===== config.mk =====
export PLATFORM = sky130hd
export DESIGN_NAME = benes_cfg_loader
export DESIGN_NICKNAME = d
export VERILOG_FILES = /design/src/rtl/benes_cfg_loader.sv
export SDC_FILE = /design/constraint.sdc
export NUM_CORES = 1
export LEC_CHECK = 0
export CAP_MARGIN = 20
export CELL_PAD_IN_SITES_DETAIL_PLACEMENT = 0
export CELL_PAD_IN_SITES_GLOBAL_PLACEMENT = 1
export CORE_MARGIN = 3
export CORE_UTILIZATION = 30
export DETAILED_ROUTE_END_ITERATION = 16
export PLACE_DENSITY = 0.58
export SLEW_MARGIN = 15
export SYNTH_ARGS = -nofsm -noshare
export SYNTH_HDL_FRONTEND = slang
export SYNTH_SLANG_ARGS = --single-unit
export TNS_END_PERCENT = 30

===== constraint.sdc =====
create_clock -name clk -period 2.7 [get_ports clk]
set_input_delay 0.54 -clock clk [delete_from_list [all_inputs] [get_ports clk]]
set_output_delay 0.54 -clock clk [all_outputs]
set_load 0.005 [all_outputs]

===== src/rtl/benes_cfg_loader.sv =====
// rtl/benes_cfg_loader.sv - shadow-buffered Benes switch configuration loader
// Commits a complete stage set as a wavefront, one stage per cycle, behind the data pipeline.
module benes_cfg_loader #(
  parameter int SIZE       = 32,
  parameter int STAGE_NUM  = 2*$clog2(SIZE)-1,
  parameter int SWITCH_NUM = SIZE/2,
  parameter int SIDX_W     = $clog2(STAGE_NUM)
) (
  input  logic                  clk,
  input  logic                  rst,
  input  logic                  cfg_valid,
  output logic                  cfg_ready,
  input  logic [SIDX_W-1:0]     cfg_stage,
  input  logic [SWITCH_NUM-1:0] cfg_data,
  input  logic                  cfg_last,
  output logic [SWITCH_NUM-1:0] switch_set [0:STAGE_NUM-1],
  output logic                  busy,
  output logic                  cfg_err,
  output logic [3:0]            cfg_epoch
);

  typedef enum logic {LOAD, PROP} state_t;

  state_t                  state_q;
  logic [SIDX_W-1:0]       wave_q;
  logic [STAGE_NUM-1:0]    mask_q;
  logic                    err_q;
  logic [3:0]              epoch_q;
  logic [SWITCH_NUM-1:0]   shadow_q [0:STAGE_NUM-1];
  logic [SWITCH_NUM-1:0]   switch_q [0:STAGE_NUM-1];

  logic                    accept;
  logic                    in_range;
  logic [STAGE_NUM-1:0]    mask_d;
  logic                    mask_full;

  always_comb begin
    accept    = cfg_valid && cfg_ready;
    in_range  = (32'(cfg_stage) < STAGE_NUM);
    mask_d    = mask_q | (STAGE_NUM'(1) << cfg_stage);
    mask_full = (mask_d == '1);
  end

  // Shadow is frozen while in PROP, so the wave reads it directly.
  always_ff @(posedge clk) begin
    if (rst) begin
      state_q <= LOAD;
      wave_q  <= '0;
      mask_q  <= '0;
      err_q   <= 1'b0;
      epoch_q <= '0;
      for (int s = 0; s < STAGE_NUM; s++) begin
        shadow_q[s] <= '0;
        switch_q[s] <= '0;
      end
    end else begin
      err_q <= 1'b0;
      case (state_q)
        LOAD: begin
          if (accept) begin
            if (!in_range) begin
              err_q <= 1'b1;
            end else begin
              shadow_q[cfg_stage] <= cfg_data;
              if (cfg_last && mask_full) begin
                state_q <= PROP;
                mask_q  <= '0;
                wave_q  <= '0;
              end else begin
                mask_q <= mask_d;
                if (cfg_last) err_q <= 1'b1;
              end
            end
          end
        end
        PROP: begin
          switch_q[wave_q] <= shadow_q[wave_q];
          if (wave_q == SIDX_W'(STAGE_NUM-1)) begin
            state_q <= LOAD;
            epoch_q <= epoch_q + 4'd1;
          end else begin
            wave_q <= wave_q + 1'b1;
          end
        end
        default: state_q <= LOAD;
      endcase
    end
  end

  assign switch_set = switch_q;
  assign busy       = (state_q == PROP);
  assign cfg_ready  = (state_q == LOAD) && !rst;
  assign cfg_err    = err_q;
  assign cfg_epoch  = epoch_q;

endmodule


After elaboration in Yosys (flattened, before gate mapping)
Memory sizes are Yosys's and may differ from the RTL's. A register that Yosys moved wholly into a read port is not among the register bits.
Index checks and enable logic that the tools add are counted.

operators by class
  add/subtract/negate cells = 2
  magnitude comparators = 3
  equal/unequal tests = 6
  shift-type cells = 1
  mux-type cells = 29
  bitwise gates (word level) = 4
  reduce and logical (&&, ||, !) cells = 10

operators with widths
  operator               count
  $bwmux W144            1
  $demux W16 S4          1
  $mux W16               2
  $mux W4                7
  $reduce_or A16 Y1      1
  $mux W1                15
  $eq A9 B9 Y1 const B   1
  $mux W9                1
  $or A9 B9 Y9           1
  $shl A1 B4 Y9 const A  1
  $add A4 B1 Y4 const B  2
  $ne A2 B2 Y1 const B   4
  $pmux W4 S2            1
  $ge A5 B5 Y1 const B   1
  $lt A5 B1 Y1 const B   1
  $not A4 Y5             1
  $eq A4 B4 Y1 const B   1
  $logic_and A1 B1 Y1    4
  $lt A4 B4 Y1 const B   1
  $reduce_and A4 Y1      1
  $reduce_and A3 Y1      1
  $reduce_or A3 Y1       1
  $not A1 Y1             2
  $pmux W1 S2            1
  2 further kinds        2

storage, ports and cells
  register bits = 163
  bits in writable memories = 144
  output and inout port bits = 151
  word-level logic and storage cells = 70
  memories = 1

memory list
  name      depth  width  rd ports  clocked after memory_dff  wr ports  RTL line  source
  shadow_q  9      16     1         1                         9         29        logic [SWITCH_NUM-1:0] shadow_q [0:STAGE_NUM-1];

Logic depth before layout (Yosys ltp)
  depth in word-level cells = 10
  depth in mapped cells = 9
  mapped depth without buffers = 7

Least setup slack after synthesis
OpenSTA, ideal clock, no wires.

  path kind = in2reg
  start = input cfg_stage[2]
  end = memory shadow_q[4][0] (netlist name), enable pin
  arrival time = 1.712 ns
  data required time = 2.366 ns
  path slack = 0.654 ns
  stages on the path = 5
  buffers on the path = 1
  cells stage by stage = buf_2 > nor2b_1 > nand2_1 > nor3_1 > or2_2

RTL lines
  item         RTL line  source
  from (decl)  13        input logic [SIDX_W-1:0] cfg_stage,
  to (decl)    29

Final worst setup path
  start = register state_q (netlist: busy)
  end = output busy

RTL lines
  item                    RTL line  source
  from (decl)             24        state_t state_q;
  from (signal assigned)  47        state_q <= LOAD;
  from (signal assigned)  66        state_q <= PROP;
  from (signal assigned)  79        state_q <= LOAD;
  to (decl)               17        output logic busy,

No word-level cell between the ends.

==> impl_summary.txt <==
----------------------------------------------------
[CTS]
  Maximum root-to-sink buffer count ... 3
  Worst-path clk slew ... 60 ps
  Quantity of hold-fixing buffers added after cts ... 0
  Total CTS buffers ... 46
  Level count of the clock H-tree ... 2
  CTS tree ... built
  Post-CTS Repair Setup Buffers ... 0
  Worst-Skew Late Latency ... 600 ps
  Clock sink total ... 423
  Root buf cell ... clkbuf_16
  CTS resizes ... 0

[Timing]
  Final Hold Vio Count ... 0
  Clock Skew ... 22.6 ps
  F_max ... 411 MHz
  Slew at the pin closest to its max-slew limit ... 727 ps
  Final Slew Violations ... 0
  Hold Worst Slack ... 469 ps
  Setup repair after global routing missed its margin ... false
  Period utilization ... 0.902
  Final critical-path required period ... 2440 ps
  Final count of negative-setup-slack endpoints ... 0
  Setup tns final ... 0 ps
  Tightest slew margin relative to the limit ... 0.514

[Logic synthesis]
  Dominant synthesized flop cell ... edfxtp_1
  Synthesized area divided by synthesized cell count ... 16.4 um^2
  Count of synthesis-stage warnings from yosys ... 0
  Top-count cell post-synth ... edfxtp_1
  Post-synthesis sequential area ratio ... 0.687
  Cell type contributing the most total cell area after synthesis ... edfxtp_1
  Synthesized area ... 16100 um^2
  Share of Yosys cell area claimed by the top area cell type ... 0.479
  Number of flops mapped to enable cells by yosys ... 256
  Fraction of registers with async set or reset after synthesis ... 0
  Cell variety after synth ... 43
  Total of flip-flops plus latches after synthesis ... 423
  Syn Inst Count ... 979
  Most instantiated cells after synthesis ... 256 x edfxtp_1, 167 x dfxtp_1, 145 x and2_1
  Synth area leaders ... edfxtp_1 48%, dfxtp_1 21%, mux4_2 11%, a22o_1 7.9%, and2_1 5.6%

[Final layout]
  Total inserted antenna cells ... 0
  Fin nets ... 1350
  Register area ... 11000 um^2
  Layout cell share with drive strength beyond 1 ... 0.174
  Post-layout utilization of the core ... 0.397
  Area Overhead vs Synth ... 30.4%
  Fill cell total of the finished layout ... 4953
  Total area of multi-input combinational cells ... 5170 um^2

[Placement]
  Final weighted congestion in routability-driven placement ... 0.769
  Final HPWL DP ... 29200 um
  Number of port buffers ... 174

[Pwr]
  Relative contribution of the clock network to total power ... 0.448
  Peak ir drop on the vdd network ... 0.477 mV
  Net switching component of the power ... 3050 uW
  Static power due to leakage ... 0.00744 uW
  Fraction of power spent switching nets ... 0.218
  Internal Pwr Total ... 10900 uW
  Logic gate share of total power ... 0.038
  Areal power density over the cells ... 668 nW/um^2
  Portion of total power attributed to sequential cells ... 0.514
  Total power consumption of the routed design ... 14000 uW

[Floorplan]
  Die Area ... 56300 um^2
  Standard cell core area ... 52800 um^2
  Placement row count ... 84
  Chip height ... 237 um
  Starting utilization of the core area ... 0.304
  Ports placed on the boundary ... 175
  Die Width ... 237 um

[Route]
  Routed length on met1 ... 20000 um
  Number of nets still failing antenna checks after routing ... 0
  Number of design rule violations left after detail routing ... 0
  Length of routed met2 wiring ... 20300 um
  Number of iterations in the first detailed-routing pass ... 4
  WL per Instance ... 21.4 um
  Post-detailed-route via-to-cell ratio ... 4.73
  Number of violations reported at the end of detailed-routing iteration 0 ... 452
  Highest Signal Layer ... met5
  Via count of the routed design ... 9676
  Met3 wire length ... 2460 um
  Aggregate routed wire length ... 43800 um

[Hold path]
  Hold Crit Class ... reg -> reg
  Number of cells traversed by the worst hold path ... 1
  Sink of the worst hold path ... mask_q[8]$_SDFFE_PP0P_
  Startpoint of the most critical hold path ... mask_q[8]$_SDFFE_PP0P_

[Worst setup path]
  Element type at the critical path end ... output pin
  Peak fanout along the critical path ... 13
  Worst endpoint required time ... 2160 ps
  Critical path data arrival time ... 1900 ps
  Endpoint of the lowest-slack register-to-register path ... switch_set[92]$_SDFFE_PP0P_
  Type of element launching the critical path ... flop
  Worst setup path class ... reg -> out
  Register-to-Register Path Depth ... 4
  Setup slack of the most critical reg-to-reg path ... 320 ps

[Run]
  Max-cap check violation count ... 0

[GRT]
  Residual overflow from global routing ... 0
  Initial antenna violation count ... 1
  Maximum number of pins on one net before global-route repair ... 34
  Combined global-route utilization of all metal layers ... 0.153
  Wire length of the first global-routing pass ... 64100 um
  Vias in the first global route ... 9624

[Outcome]
  Outcome ... finished clean

----------------------------------------------------
==> registers in the layout (all words and copies together) (netlist names), named ones only <==
name,flops
busy,1
cfg_epoch,4
cfg_err,1
mask_q,9
shadow_q,256
switch_set,144
wave_q,4
==> worst max-delay path by stage <==
stage | from | to | cells past startpoint
3_3_place_gp | cfg_stage[3] | mask_q[4]$_SDFFE_PP0P_ | 6
6_report | busy$_SDFF_PP0_ | busy | 2
5_1_grt | busy$_SDFF_PP0_ | busy | 2
2_1_floorplan | cfg_stage[2] | shadow_q[4][0]$_SDFFCE_PN0P_ | 5
4_1_cts | busy$_SDFF_PP0_ | busy | 2
3_5_place_dp | cfg_stage[3] | mask_q[3]$_SDFFE_PP0P_ | 6
==> kinds of logic after synthesis <==
| group | count (synthesis) | share of synthesized area |
|---|---|---|
| buffers and inverters | 62 | 0.0186 |
| XOR/XNOR | 3 | 0.00164 |
| adder cells (fa/ha/maj) | 5 | 0.00390 |
| flip-flops | 423 | 0.687 |
| AND/OR/NAND/NOR | 223 | 0.0823 |
| other | 1 | 0.000233 |
| AO/OA/AOI/OAI | 181 | 0.0936 |
| multiplexers | 81 | 0.113 |
==> final cells by class <==
type / count / area share
Clock buffer: 63 / 0.0645
Clock inverter: 20 / 0.00818
Inverter: 4 / 0.000717
Multi-Input combinational cell: 605 / 0.247
Sequential cell: 423 / 0.527
Tap cell: 688 / 0.0411
Timing Repair Buffer: 241 / 0.112
==> metal layers <==
layer | up-vias | track usage
met4 | 2 | 0.0398
met3 | 67 | 0.0354
met5 | - | 0
met2 | 267 | 0.248
li1 | 4413 | -
met1 | 4927 | 0.208
==> worst max-delay path, stage by stage (launching register included) <==
cell	delay, ps
dfxtp_1	490
buf_4	260
clkdlybuf4s50_1	560
==> power groups by stage <==
stage / Combinational (uW) / Clock [uW] / Sequential [uW]
2_1_floorplan: 260 / 0 / 7290
3_3_place_gp: 538 / 0 / 7310
3_5_place_dp: 542 / 0 / 7320
4_1_cts: 545 / 6460 / 7190
5_1_grt: 581 / 6700 / 7200
6_report: 535 / 6270 / 7180
==> metrics by stage <==
stage,instance area [um^2],worst slack (ps),cells
2_1_floorplan,16500,654,1090
3_3_place_gp,19400,17.0,1961
3_5_place_dp,19400,-28.2,1961
4_1_cts,20900,231,2044
5_1_grt,20900,171,2044
6_report,20900,265,2044
==> cell usage in the layout, fill, tap and decap left out, types with 9 or more instances in the layout <==
| cell | netlist | layout |
|---|---|---|
| edfxtp_1 | 256 | 256 |
| clkdlybuf4s50_1 | 0 | 174 |
| a22o_1 | 144 | 144 |
| o21ai_0 | 9 | 9 |
| and2_1 | 145 | 145 |
| clkbuf_16 | 0 | 48 |
| o21a_1 | 9 | 9 |
| or2_2 | 9 | 9 |
| clkbuf_8 | 0 | 9 |
| buf_4 | 0 | 59 |
| mux4_2 | 80 | 80 |
| conb_1 | 1 | 112 |
| nor2_1 | 27 | 27 |
| nand2_1 | 11 | 11 |
| dfxtp_1 | 167 | 165 |
Note: power is estimated with default switching activity, not from simulation.
